===== config.mk =====
export PLATFORM = sky130hd
export DESIGN_NAME = mem_port_arbiter
export DESIGN_NICKNAME = d
export VERILOG_FILES = /design/src/rtl/mem_arb_pkg.sv /design/src/rtl/mem_arb_watchdog.sv /design/src/rtl/mem_port_arbiter.sv
export SDC_FILE = /design/constraint.sdc
export NUM_CORES = 1
export LEC_CHECK = 0
export CORE_AREA = 2 2 101 103
export DETAILED_ROUTE_END_ITERATION = 12
export DIE_AREA = 0 0 103 105
export PLACE_DENSITY = 0.7
export SYNTH_ARGS = -nofsm -noshare
export SYNTH_HDL_FRONTEND = slang
export SYNTH_HIERARCHICAL = 1
export SYNTH_SLANG_ARGS = --single-unit

===== constraint.sdc =====
create_clock -name clock -period 2.65 [get_ports clock]
set_clock_uncertainty 0.2 [all_clocks]
set_input_delay 0.265 -clock clock [delete_from_list [all_inputs] [get_ports clock]]
set_output_delay 0.265 -clock clock [all_outputs]
set_load 0.02 [all_outputs]

===== src/rtl/mem_arb_pkg.sv =====
// Shared types and helpers for the two-port memory arbiter.
package mem_arb_pkg;

  typedef enum logic [1:0] {
    ARB_IDLE   = 2'd0,
    ARB_GRANT0 = 2'd1,
    ARB_GRANT1 = 2'd2
  } arb_state_t;

  localparam logic [31:0] ERR_DATA_DEFAULT = 32'hDEAD_BEEF;

  // Round-robin pick: on contention the requester not served last time wins.
  function automatic logic rr_pick(input logic v0, input logic v1, input logic last);
    if (v0 && v1) return ~last;
    else if (v1) return 1'b1;
    else return 1'b0;
  endfunction

endpackage


===== src/rtl/mem_arb_watchdog.sv =====
// Grant-cycle counter that flags a transfer stuck for TIMEOUT_CYCLES cycles.
module mem_arb_watchdog #(
  parameter int TIMEOUT_CYCLES = 64
) (
  input  logic clock,
  input  logic reset,
  input  logic clear,
  input  logic enable,
  output logic expired
);

  generate
    if (TIMEOUT_CYCLES == 0) begin : g_off
      logic unused_inputs;
      assign unused_inputs = ^{clock, reset, clear, enable};
      assign expired       = 1'b0;
    end else begin : g_on
      localparam int CW = (TIMEOUT_CYCLES > 1) ? $clog2(TIMEOUT_CYCLES) : 1;
      localparam logic [CW-1:0] LAST = CW'(TIMEOUT_CYCLES - 1);

      logic [CW-1:0] count;

      // Saturates at LAST; the arbiter leaves GRANT in that same cycle anyway.
      always_ff @(posedge clock) begin
        if (!reset || clear) begin
          count <= '0;
        end else if (enable && (count != LAST)) begin
          count <= count + 1'b1;
        end
      end

      assign expired = enable && (count == LAST);
    end
  endgenerate

endmodule


===== src/rtl/mem_port_arbiter.sv =====
// Round-robin, non-preemptive arbiter sharing one valid/ready memory slave
// between the CPU data bus (m0) and a host/DMA loader (m1).
module mem_port_arbiter
  import mem_arb_pkg::*;
#(
  parameter int          ADDR_WIDTH     = 16,
  parameter int          TIMEOUT_CYCLES = 64,
  parameter logic [31:0] ERR_DATA       = ERR_DATA_DEFAULT
) (
  input  logic                  clock,
  input  logic                  reset,
  input  logic                  m0_valid,
  output logic                  m0_ready,
  input  logic [ADDR_WIDTH-1:0] m0_addr,
  input  logic [31:0]           m0_wdata,
  input  logic [3:0]            m0_wstrb,
  output logic [31:0]           m0_rdata,
  input  logic                  m1_valid,
  output logic                  m1_ready,
  input  logic [ADDR_WIDTH-1:0] m1_addr,
  input  logic [31:0]           m1_wdata,
  input  logic [3:0]            m1_wstrb,
  output logic [31:0]           m1_rdata,
  output logic                  s_valid,
  input  logic                  s_ready,
  output logic [ADDR_WIDTH-1:0] s_addr,
  output logic [31:0]           s_wdata,
  output logic [3:0]            s_wstrb,
  input  logic [31:0]           s_rdata,
  output logic [1:0]            o_grant,
  output logic                  o_busy,
  output logic                  o_timeout
);

  // Handshake: a master raises mN_valid with stable addr/wdata/wstrb and holds
  // it until mN_ready; mN_ready is a one-cycle strobe that also qualifies
  // mN_rdata. The slave side is the same: s_valid holds until s_ready.

  arb_state_t state, state_next;
  logic       last_grant, last_grant_next;
  logic       in_grant;
  logic       owner;
  logic       own_valid;
  logic       wd_expired;
  logic       done;
  logic       timeout;
  logic [31:0] done_rdata;

  // Outputs are forced quiet while reset is held so an abandoned transfer
  // never produces a stray ready.
  assign in_grant  = reset && (state != ARB_IDLE);
  assign owner     = (state == ARB_GRANT1);
  assign own_valid = owner ? m1_valid : m0_valid;

  always_ff @(posedge clock) begin
    if (!reset) begin
      state      <= ARB_IDLE;
      last_grant <= 1'b1;
    end else begin
      state      <= state_next;
      last_grant <= last_grant_next;
    end
  end

  mem_arb_watchdog #(
    .TIMEOUT_CYCLES(TIMEOUT_CYCLES)
  ) u_watchdog (
    .clock   (clock),
    .reset   (reset),
    .clear   (!in_grant),
    .enable  (in_grant && own_valid && !s_ready),
    .expired (wd_expired)
  );

  always_comb begin
    state_next      = state;
    last_grant_next = last_grant;
    done            = 1'b0;
    timeout         = 1'b0;
    done_rdata      = s_rdata;
    case (state)
      ARB_IDLE: begin
        if (m0_valid || m1_valid) begin
          state_next = rr_pick(m0_valid, m1_valid, last_grant) ? ARB_GRANT1 : ARB_GRANT0;
        end
      end
      ARB_GRANT0, ARB_GRANT1: begin
        if (!own_valid) begin
          state_next = ARB_IDLE;
        end else if (s_ready) begin
          done            = 1'b1;
          state_next      = ARB_IDLE;
          last_grant_next = owner;
        end else if (wd_expired) begin
          done            = 1'b1;
          timeout         = 1'b1;
          done_rdata      = ERR_DATA;
          state_next      = ARB_IDLE;
          last_grant_next = owner;
        end
      end
      default: state_next = ARB_IDLE;
    endcase
    if (!reset) begin
      done    = 1'b0;
      timeout = 1'b0;
    end
  end

  assign m0_ready  = done && !owner;
  assign m1_ready  = done && owner;
  assign m0_rdata  = m0_ready ? done_rdata : 32'h0;
  assign m1_rdata  = m1_ready ? done_rdata : 32'h0;
  assign o_timeout = timeout;

  assign s_valid = in_grant;
  assign o_busy  = in_grant;
  assign o_grant = {in_grant && owner, in_grant && !owner};
  assign s_addr  = in_grant ? (owner ? m1_addr  : m0_addr)  : '0;
  assign s_wdata = in_grant ? (owner ? m1_wdata : m0_wdata) : 32'h0;
  assign s_wstrb = in_grant ? (owner ? m1_wstrb : m0_wstrb) : 4'h0;

endmodule


**After elaboration in Yosys (flattened, before gate mapping)**

Cells that the tools add are included.

- Register bits: 9
- Latch bits: 0
- Bits in writable memories: 0
- Memory bits (read-only): 0
- Output and inout bits: 123
- Memories kept: 0

- $add $sub $neg: 1
- $mul: 0
- Divide/modulo/power cells: 0
- Magnitude comparators: 0
- Eq/ne operators: 6
- Shifts and indexed selects: 0
- Mux-type cells: 34
- Bitwise logic cells: 1
- Reduce and logical (&&, ||, !) cells: 22

Operator list:

| operator | number |
|---|---|
| two-way mux 32 bit | 8 |
| two-way mux 16 bit | 2 |
| two-way mux 1 bit | 16 |
| logical AND 1 bit | 10 |
| two-way mux 2 bit | 5 |
| two-way mux 4 bit | 2 |
| adder 6 x 1 -> 6 bit (second input constant) | 1 |
| == test 6 bit (second input constant) | 1 |
| != test 6 bit (second input constant) | 1 |
| logical NOT 1 bit | 4 |
| != test 4 x 3 -> 1 bit (second input constant) | 1 |
| case mux 2 bit (2 select lines) | 1 |
| nonzero test 2 bit | 2 |
| AND reduction 3 bit | 1 |
| == test 2 x 1 -> 1 bit (second input constant) | 1 |
| == test 2 bit (second input constant) | 1 |
| logical NOT 2 bit | 1 |
| logical OR 1 bit | 2 |
| != test 2 bit (second input constant) | 1 |
| AND reduction 2 bit | 1 |
| OR reduction 2 bit | 1 |
| NOT 1 bit | 1 |

**Logic depth before layout (Yosys ltp)**

Gate-level depths: netlist (run 1).

- Depth in word-level cells: 12
- Depth in mapped cells: 12

**By module**

The synthesis (run 1) kept the hierarchy.

Modules (own cells, without submodules):

| module | instances | cells an instance | area each (µm²) | seq. area each (µm²) |
|---|---|---|---|---|
| mem_port_arbiter | 1 | 229 | 1572.8 | 60.1 |
| mem_arb_watchdog | 1 | 33 | 300.3 | 120.1 |

**Least setup slack after synthesis (run 1)**

No wires, ideal clock.

- Kind: reg-to-output
- Start point: register state[0]
- End point: output port m0_rdata[18]
- Arrival time: 2513 ps
- Setup slack: -328 ps
- Stages on the path, launching flop included: 12
- Path through: dfxtp_1 -> inv_1 -> ha_1 -> nand2b_1 -> clkbuf_1 -> nor3_1 -> inv_1 -> nor2_1 -> o21ai_0 -> nor4b_2 -> buf_2 -> o21a_1

- Longest elaborated chain between the ends: 12
- Elaborated cells on any way between the ends: 21

Ends and longest elaborated chain:

| element | RTL line | source |
|---|---|---|
| from (decl) | mem_port_arbiter.sv:39 | `arb_state_t state, state_next;` |
| from (signal assigned) | mem_port_arbiter.sv:60 | `state <= state_next;` |
| == test 2 bit or nonzero test 2 bit (tied branches) | mem_port_arbiter.sv:52, mem_port_arbiter.sv:51 |  |
| two-way mux 1 bit or logical AND 1 bit (tied branches) | mem_port_arbiter.sv:53, mem_port_arbiter.sv:51 |  |
| logical AND 1 bit (*) (2 in a row) | mem_port_arbiter.sv:71 | `.enable (in_grant && own_valid && !s_ready),` |
| logical AND 1 bit (*) | mem_arb_watchdog.sv:32 | `assign expired = enable && (count == LAST);` |
| via wd_expired | mem_port_arbiter.sv:44 | `logic wd_expired;` |
| two-way mux 1 bit (*) | mem_port_arbiter.sv:94 | `end else if (wd_expired) begin` |
| two-way mux 1 bit (*) | mem_port_arbiter.sv:90 | `end else if (s_ready) begin` |
| two-way mux 1 bit (*) | mem_port_arbiter.sv:88 | `if (!own_valid) begin` |
| two-way mux 1 bit (*) | mem_port_arbiter.sv:81 | `case (state)` |
| two-way mux 1 bit (*) | mem_port_arbiter.sv:104 | `if (!reset) begin` |
| logical AND 1 bit (*) | mem_port_arbiter.sv:110 | `assign m0_ready = done && !owner;` |
| via m0_ready | mem_port_arbiter.sv:13 | `output logic m0_ready,` |
| two-way mux 32 bit (*) | mem_port_arbiter.sv:112 | `assign m0_rdata = m0_ready ? done_rdata : 32'h0;` |
| to (decl) | mem_port_arbiter.sv:17 | `output logic [31:0] m0_rdata,` |

Mark *: on every way through the listed nets, which the timed path passes. The rest lies on a longest branch.

**Worst setup path after layout (run 1)**

- Start point: register state[1]
- End point: output port m0_rdata[22]

- Longest elaborated chain between the ends: 12
- Elaborated cells on any way between the ends: 21

Ends and longest elaborated chain:

| element | RTL line | source |
|---|---|---|
| == test 2 bit (*) | mem_port_arbiter.sv:52 | `assign owner = (state == ARB_GRANT1);` |
| via owner | mem_port_arbiter.sv:42 | `logic owner;` |
| two-way mux 1 bit (*) | mem_port_arbiter.sv:53 | `assign own_valid = owner ? m1_valid : m0_valid;` |
| logical AND 1 bit (*) (2 in a row) | mem_port_arbiter.sv:71 |  |
| logical AND 1 bit (*) | mem_arb_watchdog.sv:32 |  |
| via wd_expired | mem_port_arbiter.sv:44 |  |
| two-way mux 1 bit | mem_port_arbiter.sv:94 |  |
| two-way mux 1 bit | mem_port_arbiter.sv:90 |  |
| two-way mux 1 bit | mem_port_arbiter.sv:88 |  |
| two-way mux 1 bit | mem_port_arbiter.sv:81 |  |
| two-way mux 1 bit | mem_port_arbiter.sv:104 |  |
| logical AND 1 bit | mem_port_arbiter.sv:110 |  |
| two-way mux 32 bit (*) | mem_port_arbiter.sv:112 |  |

Marked as above.

==> results_dict.tcl, run 1 <==
set metrics [dict create \
    status "complete, but fails checks" \
    violations "negative setup slack" \
    leakagePower_nw 2.09 \
    grt_usage 0.183 \
    gp_congestion 0.801 \
    synth.yosys.seq_area_share 0.0962 \
    chipHeight_um 105 \
    grt_pass1_vias 3069 \
    critPathMaxStageDelay_ns 0.31 \
    end_kind "output port" \
    antennaDiodeCount 0 \
    worst_slack_ns -0.248 \
    reg2reg_to "last_grant" \
    grt_pass1_wl_um 15700 \
    ctsHoldBuffers 0 \
    r2r_slack_ns 0.45 \
    yosysWarnings 6 \
    worst_pin_slew_ns 0.405 \
    reg2regPathDepth 12 \
    cap_viol_max_count 0 \
    cts_buffers 3 \
    antenna_found_initial 0 \
    drtAntennaViolNets 0 \
    rsz0062_at_grt "yes" \
    syn_avg_cell_area_um2 7.15 \
    hold_viol_final 0 \
    required_ns 2.18 \
    cts_tree "yes" \
    start_util 0.194 \
    place_ws_ns -0.608 \
    cp_slowest_cell "dfxtp_2" \
    worst-path-max-fanout 4 \
    max_slew_margin 0.730 \
    startpoint_type "flop" \
    holdPathStages 2 \
    rows 36 \
    htree_levels 1 \
    coreArea_mm2 0.00964 \
    drc 0 \
    arrival_ns 2.43 \
    synth_cells 262 \
    finalSetupViolCount 95 \
    hpwlAfterDp_um 8250 \
    num_io_pins 264 \
    overflow 0 \
    fillers 938 \
    syn-num-nets 406 \
    clock-root-buffer "clkbuf_8" \
    vias 3090 \
    grt_max_degree 58 \
    stdcell_count 677 \
    holdPathEnd "state[0]" \
    ys_ff_latch 9 \
    hold_start "state[0]" \
    clock_latency_ns 0.24 \
    cts.clk_slew.worst_paths_ns 0.05 \
    syn-cell-area_mm2 0.00187 \
    tns_ns -9.99 \
    crit_chain "buf_4 > ha_4 > mux2i_2 > nor3_4 > inv_2 > nor2_4 > o21ai_4 > nor4b_4 > buf_4 > bufbuf_16 > and3_4 > buf_6" \
    dp_cells 657 \
    crit_start "state[1]" \
    area_growth_syn_to_layout_pct 179 \
    max_freq_mhz 345 \
    dr.pass1.iters 4 \
    wl_per_cell_um 15.7 \
    clockBufferDepth 2 \
    path_class "reg -> out" \
    p_per_area_mw_per_mm2 214 \
    drt-initial-drc-count 99 \
    r2r-start "state[1]" \
    clock_sinks 9 \
    synth.distinct_cells 33 \
    fin_crit_sh 1.09 \
    nets 689 \
    cp_common_cell "buf_4" \
    drv_slew 0 \
    ir_worst_vdd_mv 0.101 \
    die_area_mm2 0.0108 \
    period_needed_ns 2.90 \
    min_path_type "reg -> reg" \
    dieWidth_um 103 \
    portBuffers 263 \
    routed_wirelength_um 10700 \
    final_layout_size_suffix_gt1_frac 0.298 \
    viasPerCell 4.56 \
]
[cell type report]
type / instances / area [um^2] / area share
Timing Repair Buffer: 304 / 3020 / 0.578
Inverter: 6 / 22.5 / 0.00431
Sequential cell: 9 / 183 / 0.0350
Tap cell: 133 / 166 / 0.0319
Clock buffer: 4 / 45.0 / 0.00863
Multi-Input combinational cell: 221 / 1790 / 0.342
[synthesized netlist by cell type]
master / n / share of area
nor2_1: 55 / 0.11
mux2i_2: 1 / 0.0073
and4_1: 1 / 0.0047
nor3_1: 2 / 0.0053
a21bo_2: 1 / 0.0053
clkbuf_1: 10 / 0.020
or3b_2: 1 / 0.0047
a31oi_1: 3 / 0.010
nor3_2: 1 / 0.0053
o21a_1: 48 / 0.19
mux2i_1: 56 / 0.30
a21oi_1: 2 / 0.0053
o311ai_0: 1 / 0.0047
and3_1: 17 / 0.057
o21ai_0: 4 / 0.011
nand3_1: 2 / 0.0053
nand2b_1: 4 / 0.013
buf_2: 14 / 0.037
a311oi_1: 2 / 0.0094
a31oi_2: 1 / 0.0067
buf_1: 1 / 0.0020
nor4b_2: 1 / 0.0080
inv_1: 6 / 0.012
or2_2: 1 / 0.0033
nor2b_1: 1 / 0.0033
or3_1: 1 / 0.0033
dfxtp_1: 9 / 0.096
and3_4: 1 / 0.0060
ha_1: 3 / 0.020
buf_4: 1 / 0.0040
o31a_1: 1 / 0.0047
nand2_1: 8 / 0.016
and2_1: 2 / 0.0067
[sequential cells by signal, summed over array words and instances, names as in the netlist]
signal	count
u_watchdog/g_on.count	6
state	2
last_grant	1
[power breakdown]
group	switching (mW)	leakage (nW)	internal, mW
clock	0.0606	0.0228	0.105
sequential	0.00301	0.0737	0.142
combinational	0.342	2.00	0.463
total	0.405	2.09	0.710
[stage by stage]
step	hold slack, ns	area, um^2	utilization	power [mW]
6_report	0.273	5220	0.542	1.12
3_3_place_gp	0.251	4950	0.513	0.900
3_5_place_dp	0.261	4950	0.513	0.907
4_1_cts	0.271	5140	0.534	1.12
5_1_grt	0.279	5220	0.542	1.17
2_1_floorplan	0.223	2050	-	0.477
[worst max path at each step]
| stage | endpoint | slack [ns] |
|---|---|---|
| after floorplan | m0_rdata[17] | 0.01 |
| after global placement | m0_rdata[29] | -0.54 |
| after detailed placement | m0_rdata[24] | -0.61 |
| after CTS | m0_rdata[22] | -0.22 |
| after global routing | m0_rdata[22] | -0.35 |
| final | m0_rdata[22] | -0.25 |
[cells by family (layout without fill, tap and decap cells)]
kind of cell,Yosys count,in the layout,synth area share
compound gates,63,63,0.249
buf+inv,32,314,0.0755
mux,57,57,0.307
simple gates,98,98,0.253
flops,9,9,0.0962
fa+ha+maj,3,3,0.0200
[repair_timing]
item                       in CTS  in global routing
pin swaps                       1                  0
hold endpoints to repair        0                  0
gates resized for setup       342                 20
buffers inserted                8                  3
setup endpoints to repair      99                119
cloned                          6                  0
[metal layers]
layer	global-route usage	up-vias	share of wire
li1	-	1490	-
met1	0.167	1401	0.32
met2	0.380	186	0.56
met3	0.0428	13	0.11
met4	0.0470	0	0.015
met5	0	-	0
[worst max-delay path, delay by kind of cell, from the launching register on]
kind	cells	cell delay, ns
DFF	1	0.31
buffers and inverters	5	0.73
and+or+nand+nor	4	0.73
muxes	1	0.16
adders and majority gates	1	0.16
AOI/OAI and AO/OA	1	0.09
[layout by cell type (no fill, tap or decap), types with 2 or more instances in the layout]
cell and count:
inv_1 4, dfxtp_2 2, o21ai_0 3, o21a_1 24
buf_12 5, nand2b_1 3, clkdlybuf4s15_2 3, nand2_1 8
buf_6 36, a311oi_1 2, mux2i_1 56, o21a_4 16
a31oi_1 3, a21oi_1 2, buf_16 4, nor2_1 54
buf_4 31, and3_4 6, clkdlybuf4s50_1 194, inv_2 2
o21a_2 8, and2_1 2, nor3_4 3, clkbuf_8 3
buf_2 28, nand3_1 2, and3_1 11, dfxtp_1 7
No activity file was read; power rests on OpenSTA's default activity.
==> run 2, diff against run 1 <==
--- a/config.mk
+++ b/config.mk
@@ -6,6 +6,7 @@
 export NUM_CORES = 1
 export LEC_CHECK = 0
 export CORE_AREA = 2 2 101 103
+export CTS_CLUSTER_SIZE = 30
 export DETAILED_ROUTE_END_ITERATION = 12
 export DIE_AREA = 0 0 103 105
 export PLACE_DENSITY = 0.7
==> constraint.sdc (replaced) <==
create_clock -name clock -period 2.65 [get_ports clock]
set_clock_uncertainty 0.2 [all_clocks]
set_input_delay 0.53 -clock clock [delete_from_list [all_inputs] [get_ports clock]]
set_output_delay 0.53 -clock clock [all_outputs]
set_load 0.02 [all_outputs]
==> run 2 against run 1 <==
Effect of this change:
- the flow still finishes with violations (negative setup slack)
- global-route usage grew 1.6 points
- count of clock-buffer cells in the layout is the same
- maximum frequency shrank 9.0%
- via count grew 5.1%
- hold slack gained 0.0012 ns
- sequential power is essentially flat
- critical path type unchanged
- largest power group unchanged
- highest routed layer unchanged
==> results_dict.tcl, run 2 (same netlist as run 1, synthesis figures left out) <==
set metrics [dict create \
    ctsHoldBuffers 0 \
    final_common_cell "clkdlybuf4s50_1" \
    htree_levels 1 \
    r2r-start "state[1]" \
    start_util 0.194 \
    grt_usage 0.199 \
    wl_per_cell_um 17.9 \
    gr-usage-met1 0.177 \
    num_io_pins 264 \
    max_slew_margin 0.735 \
    final_layout_size_suffix_gt1_frac 0.374 \
    drt-initial-drc-count 74 \
    nets 709 \
    clock-root-buffer "clkbuf_8" \
    rows 36 \
    dr.pass1.iters 4 \
    grt.busiest_layer "met2" \
    coreArea_mm2 0.00964 \
    worst_slack_ns -0.535 \
    use_met3 0.0508 \
    cap_viol_max_count 0 \
    hpwlAfterDp_um 8570 \
    r2r_slack_ns 0.60 \
    portBuffers 263 \
    leakagePower_nw 2.32 \
    area_growth_syn_to_layout_pct 221 \
    path_buf_inv 6 \
    dieWidth_um 103 \
    drc 0 \
    fillers 810 \
    clockBufferDepth 2 \
    status "complete, but fails checks" \
    cts_buffers 3 \
    antennaDiodeCount 0 \
    hold_viol_final 0 \
    hold_start "state[0]" \
    overflow 0 \
    rsz0062_at_grt "yes" \
    die_area_mm2 0.0108 \
    antenna_found_initial 0 \
    met2_usage 0.413 \
    worst_pin_slew_ns 0.398 \
    cp_slowest_cell "dfxtp_2" \
    grt_pass1_wl_um 16700 \
    grt_pass1_vias 3202 \
    top_register "u_watchdog/g_on.count" \
    viasPerCell 4.66 \
    worst-path-max-fanout 6 \
    cp_top_family "simple AND/OR/NAND/NOR gates" \
    p_per_area_mw_per_mm2 190 \
    crit_start "state[1]" \
    layout_common_cells "clkdlybuf4s50_1 (190), buf_6 (84), mux2i_1 (56), nor2_1 (54), o21a_4 (38)" \
    fin_crit_sh 1.20 \
    finalSetupViolCount 121 \
    arrival_ns 2.46 \
    drtAntennaViolNets 0 \
    cts_tree "yes" \
    cts.clk_slew.worst_paths_ns 0.04 \
    stdcell_count 697 \
    cp_common_cell "buf_6" \
    grt_max_degree 58 \
    gp_congestion 0.809 \
    vias 3247 \
    routed_wirelength_um 12500 \
    critPathMaxStageDelay_ns 0.32 \
    max_freq_mhz 314 \
    place_ws_ns -1.08 \
    top_regs "u_watchdog/g_on.count: 6 flops, state: 2 flops, last_grant: 1 flops" \
    clock_sinks 9 \
    end_kind "output port" \
    clock_latency_ns 0.24 \
    path_class "reg -> out" \
    min_path_type "reg -> reg" \
    drv_slew 0 \
    ir_worst_vdd_mv 0.143 \
    violations "negative setup slack" \
    largest_register_ffs 6 \
    crit_chain "buf_6 > ha_4 > mux2i_4 > nor3_4 > inv_2 > nor2_4 > o21ai_4 > nor4b_4 > buf_4 > buf_16 > buf_6 > and3_4 > buf_6" \
    startpoint_type "flop" \
    dp_cells 655 \
    chipHeight_um 105 \
    required_ns 1.92 \
    period_needed_ns 3.19 \
]
==> run 2: tightest hold or removal path: stages (launching register included) <==
cell	delay, ns
dfxtp_2	0.32
nand2_1	0.06
mux2i_1	0.05
==> run 2: layer usage <==
metal  wire [um]  share of wire
met1        4010           0.32
met3        1160          0.093
met4         352          0.028
met2        6940           0.56
met5           0              0
==> run 2: final cells by class <==
type                            count  area [um^2]  share of cell area
Timing Repair Buffer              323         3540               0.590
Multi-Input combinational cell    222         2040               0.340
Sequential cell                     9          183              0.0304
Tap cell                          133          166              0.0277
Clock buffer                        4         45.0             0.00750
Inverter                            6         22.5             0.00375
==> run 2: path summary, 6_finish.rpt <==
| kind | endpoint | cells after the start |
|---|---|---|
| worst max-delay path | m0_rdata[24] | 13 |
| worst max register to register | last_grant | 11 |
| worst min-delay path | state[0] | 2 |
| worst min register to register | state[0] | 2 |
==> run 2: what timing repair did <==
item	CTS	global route
buffers inserted	23	4
gates cloned	9	6
pin swaps	5	4
gates resized for setup	426	43
endpoints found under the setup margin	121	121
==> run 2: report_power, final <==
part           total [mW]  internal (mW)  switching (mW)  leakage (nW)
registers           0.146          0.142         0.00356        0.0737
logic               0.830          0.472           0.358          2.22
clock network       0.165          0.105          0.0598        0.0228
total                1.14          0.719           0.421          2.32
==> run 2: through the flow <==
stage / setup TNS (ns) / utilization / cell area (um^2) / hold WS [ns] / total power [mW]
2_1_floorplan: -9.56 / - / 2260 / 0.235 / 0.489
4_1_cts: -45.64 / 0.592 / 5700 / 0.288 / 1.15
5_1_grt: -51.98 / 0.623 / 6000 / 0.284 / 1.21
6_report: -39.85 / 0.623 / 6000 / 0.274 / 1.14
3_3_place_gp: -87.11 / 0.529 / 5100 / 0.256 / 0.914
3_5_place_dp: -89.99 / 0.529 / 5100 / 0.283 / 0.921
==> run 3, diff against run 2 <==
--- a/config.mk
+++ b/config.mk
@@ -5,12 +5,12 @@
 export SDC_FILE = /design/constraint.sdc
 export NUM_CORES = 1
 export LEC_CHECK = 0
-export CORE_AREA = 2 2 101 103
+export ABC_CLOCK_PERIOD_IN_PS = 2650
+export CORE_AREA = 2 2 102 104
 export CTS_CLUSTER_SIZE = 30
 export DETAILED_ROUTE_END_ITERATION = 12
-export DIE_AREA = 0 0 103 105
-export PLACE_DENSITY = 0.7
+export DIE_AREA = 0 0 104 106
+export PLACE_DENSITY = 0.69
 export SYNTH_ARGS = -nofsm -noshare
 export SYNTH_HDL_FRONTEND = slang
-export SYNTH_HIERARCHICAL = 1
 export SYNTH_SLANG_ARGS = --single-unit
==> constraint.sdc (replaced) <==
create_clock -name clock -period 2.65 [get_ports clock]
set_clock_uncertainty 0.2 [all_clocks]
set_input_delay 0.53 -clock clock [delete_from_list [all_inputs] [get_ports clock]]
set_output_delay 0.53 -clock clock [all_outputs]
set_load 0.1 [all_outputs]
==> run 3 against run 2 <==
Effect of this change:
- the flow still finishes with violations (negative setup slack)
- first-iteration DRC count is 50% higher
- non-clock buffer count is 6 lower
- highest routed layer unchanged
- total power is 78% higher
==> results_dict.tcl, run 3 <==
set metrics [dict create \
    clock_sinks 9 \
    drt-initial-drc-count 111 \
    syn_avg_cell_area_um2 7.29 \
    p_total_mw 2.03 \
    max_freq_mhz 348 \
    cp_top_family "buffers and inverters" \
    portBuffers 263 \
    place_ws_ns -0.383 \
    syn-num-nets 404 \
    clockBufferDepth 2 \
    antenna_found_initial 0 \
    final_common_cell "clkdlybuf4s50_1" \
    switchingPower_mw 1.06 \
    period_needed_ns 2.87 \
    reg2reg_to "state[1]" \
    wl_per_cell_um 18.5 \
    die_area_mm2 0.0110 \
    r2r-start "state[1]" \
    end_kind "output port" \
    cts_buffers 3 \
    clock-root-buffer "clkbuf_8" \
    whs_ns 0.257 \
    htree_levels 1 \
    stdcell_count 692 \
    area_growth_syn_to_layout_pct 296 \
    syn-cell-area_mm2 0.00189 \
    r2r_slack_ns 0.38 \
    worst_slack_ns -0.223 \
    path_buf_inv 6 \
    chipHeight_um 106 \
    cap_viol_max_count 0 \
    dp_cells 662 \
    leakagePower_nw 2.71 \
    num_io_pins 264 \
    startpoint_type "flop" \
    crit_start "state[0]" \
    top_regs "u_watchdog.g_on.count: 6 flops, state: 2 flops, last_grant: 1 flops" \
    worst_pin_slew_ns 0.295 \
    ctsHoldBuffers 0 \
    status "complete, but fails checks" \
    dieWidth_um 104 \
    synthArstFlopShare 0 \
    ir_worst_vdd_mv 0.186 \
    cp_common_cell "buf_6" \
    rows 37 \
    endpoint "m0_rdata[20]" \
    grt_pass1_vias 3291 \
    drv_slew 0 \
    dr.pass1.iters 4 \
    min_path_type "reg -> reg" \
    cts.clk_slew.worst_paths_ns 0.04 \
    netlist.area_leader.share 0.285 \
    viasPerCell 4.62 \
    cts_tree "yes" \
    p_per_area_mw_per_mm2 271 \
    drtAntennaViolNets 0 \
    yosysMostFrequentCell "nor2_1" \
    routed_wirelength_um 12800 \
    finalSetupViolCount 66 \
    hpwlAfterDp_um 9490 \
    arrival_ns 2.14 \
    grt_max_degree 28 \
    synthTopCellsByCount "nor2_1 (55), mux2i_1 (54), o21a_1 (48)" \
    vias 3195 \
    gp_congestion 0.830 \
    synth_cells 260 \
    hold_viol_final 0 \
    internal_power_mw 0.970 \
    cp_slowest_cell "dfxtp_2" \
    grt_pass1_wl_um 18500 \
    synth.distinct_cells 36 \
    nets 701 \
    crit_chain "inv_4 > ha_4 > mux2_4 > buf_6 > nand3_4 > buf_6 > nor3_4 > buf_6 > clkbuf_16 > and3_4 > buf_12" \
    synth.yosys.seq_area_share 0.0951 \
    coreArea_mm2 0.0100 \
    final_layout_size_suffix_gt1_frac 0.612 \
    rsz0062_at_grt "yes" \
    violations "negative setup slack" \
    finish.utilization 0.750 \
    overflow 0 \
    critPathMaxStageDelay_ns 0.35 \
    pwr-share-comb 0.843 \
    fin_crit_sh 1.08 \
    worst-path-max-fanout 6 \
    start_util 0.189 \
    largest_register_ffs 6 \
    path_class "reg -> out" \
    final_area_mm2 0.00750 \
    layout_common_cells "clkdlybuf4s50_1 (136), buf_12 (134), o21a_4 (48), nor2_4 (40), mux2i_1 (33)" \
    clockPowerShare 0.084 \
    ys_ff_latch 9 \
    cp.depth 11 \
    placed_area_mm2 0.00689 \
    reg2regPathDepth 8 \
    required_ns 1.92 \
    swShare 0.523 \
    yosysWarnings 0 \
    antennaDiodeCount 0 \
    synth_edf_count 0 \
    max_slew_margin 0.798 \
    synth_area_leader_cell "mux2i_1" \
    grt_usage 0.212 \
    synthTopCellsByArea "mux2i_1 (29%), o21a_1 (19%), nor2_1 (11%), dfxtp_1 (9.5%), and3_1 (5.6%)" \
    clock_latency_ns 0.25 \
    drc 0 \
    synth-main-ff-cell "dfxtp_1" \
    top_register "u_watchdog.g_on.count" \
    tns_ns -9.44 \
    seq_power_share 0.073 \
]
==> run 3: metal layers <==
metal | wire length, um | track usage | vias to the layer above | share of wire
met5 | 0 | 0 | - | 0
met4 | 215 | 0.0502 | 0 | 0.017
met3 | 876 | 0.0448 | 15 | 0.069
met2 | 7150 | 0.433 | 178 | 0.56
met1 | 4540 | 0.218 | 1477 | 0.36
li1 | - | - | 1525 | -
==> run 3: area by class of cell <==
cell class / count / area [um^2]
Timing Repair Buffer: 317 / 4580
Fill cell: 638 / 2500
Multi-Input combinational cell: 219 / 2470
Sequential cell: 9 / 189
Tap cell: 136 / 170
Inverter: 7 / 45.0
Clock buffer: 3 / 41.3
Clock inverter: 1 / 5.00
==> run 3: repair_timing <==
| action | in CTS | in global routing |
|---|---|---|
| endpoints found under the setup margin | 116 | 89 |
| resized for setup | 41 | 27 |
| pin swaps | 16 | 6 |
| cloned | 6 | 5 |
| setup buffers | 14 | 6 |
==> run 3: worst min-delay path: stages (launching register included) <==
cell and delay, ns:
dfxtp_1 0.31, inv_1 0.05, a31oi_1 0.06
==> run 3: kinds of logic after synthesis <==
kind of cell,after synthesis,share of synthesized area
fa+ha+maj,3,0.0198
flops,9,0.0951
simple gates,100,0.267
buf+inv,32,0.0872
mux,55,0.291
compound gates,61,0.240
==> run 3: power groups by stage <==
stage,registers (mW),clock network (mW),logic [mW]
final,0.149,0.171,1.71
after global routing,0.150,0.181,1.77
after CTS,0.148,0.173,1.66
after detailed placement,0.149,0,1.61
after global placement,0.148,0,1.60
after floorplan,0.147,0,0.936
==> run 3: how the worst min path moves through the flow <==
| stage | from | cells after the start | end | slack (ns) |
|---|---|---|---|---|
| after floorplan | state[0] | 2 | state[0] | 0.23 |
| after global placement | state[0] | 2 | state[0] | 0.25 |
| after detailed placement | state[0] | 2 | state[0] | 0.25 |
| after CTS | last_grant | 2 | last_grant | 0.26 |
| after global routing | last_grant | 2 | last_grant | 0.29 |
| final | last_grant | 2 | last_grant | 0.26 |
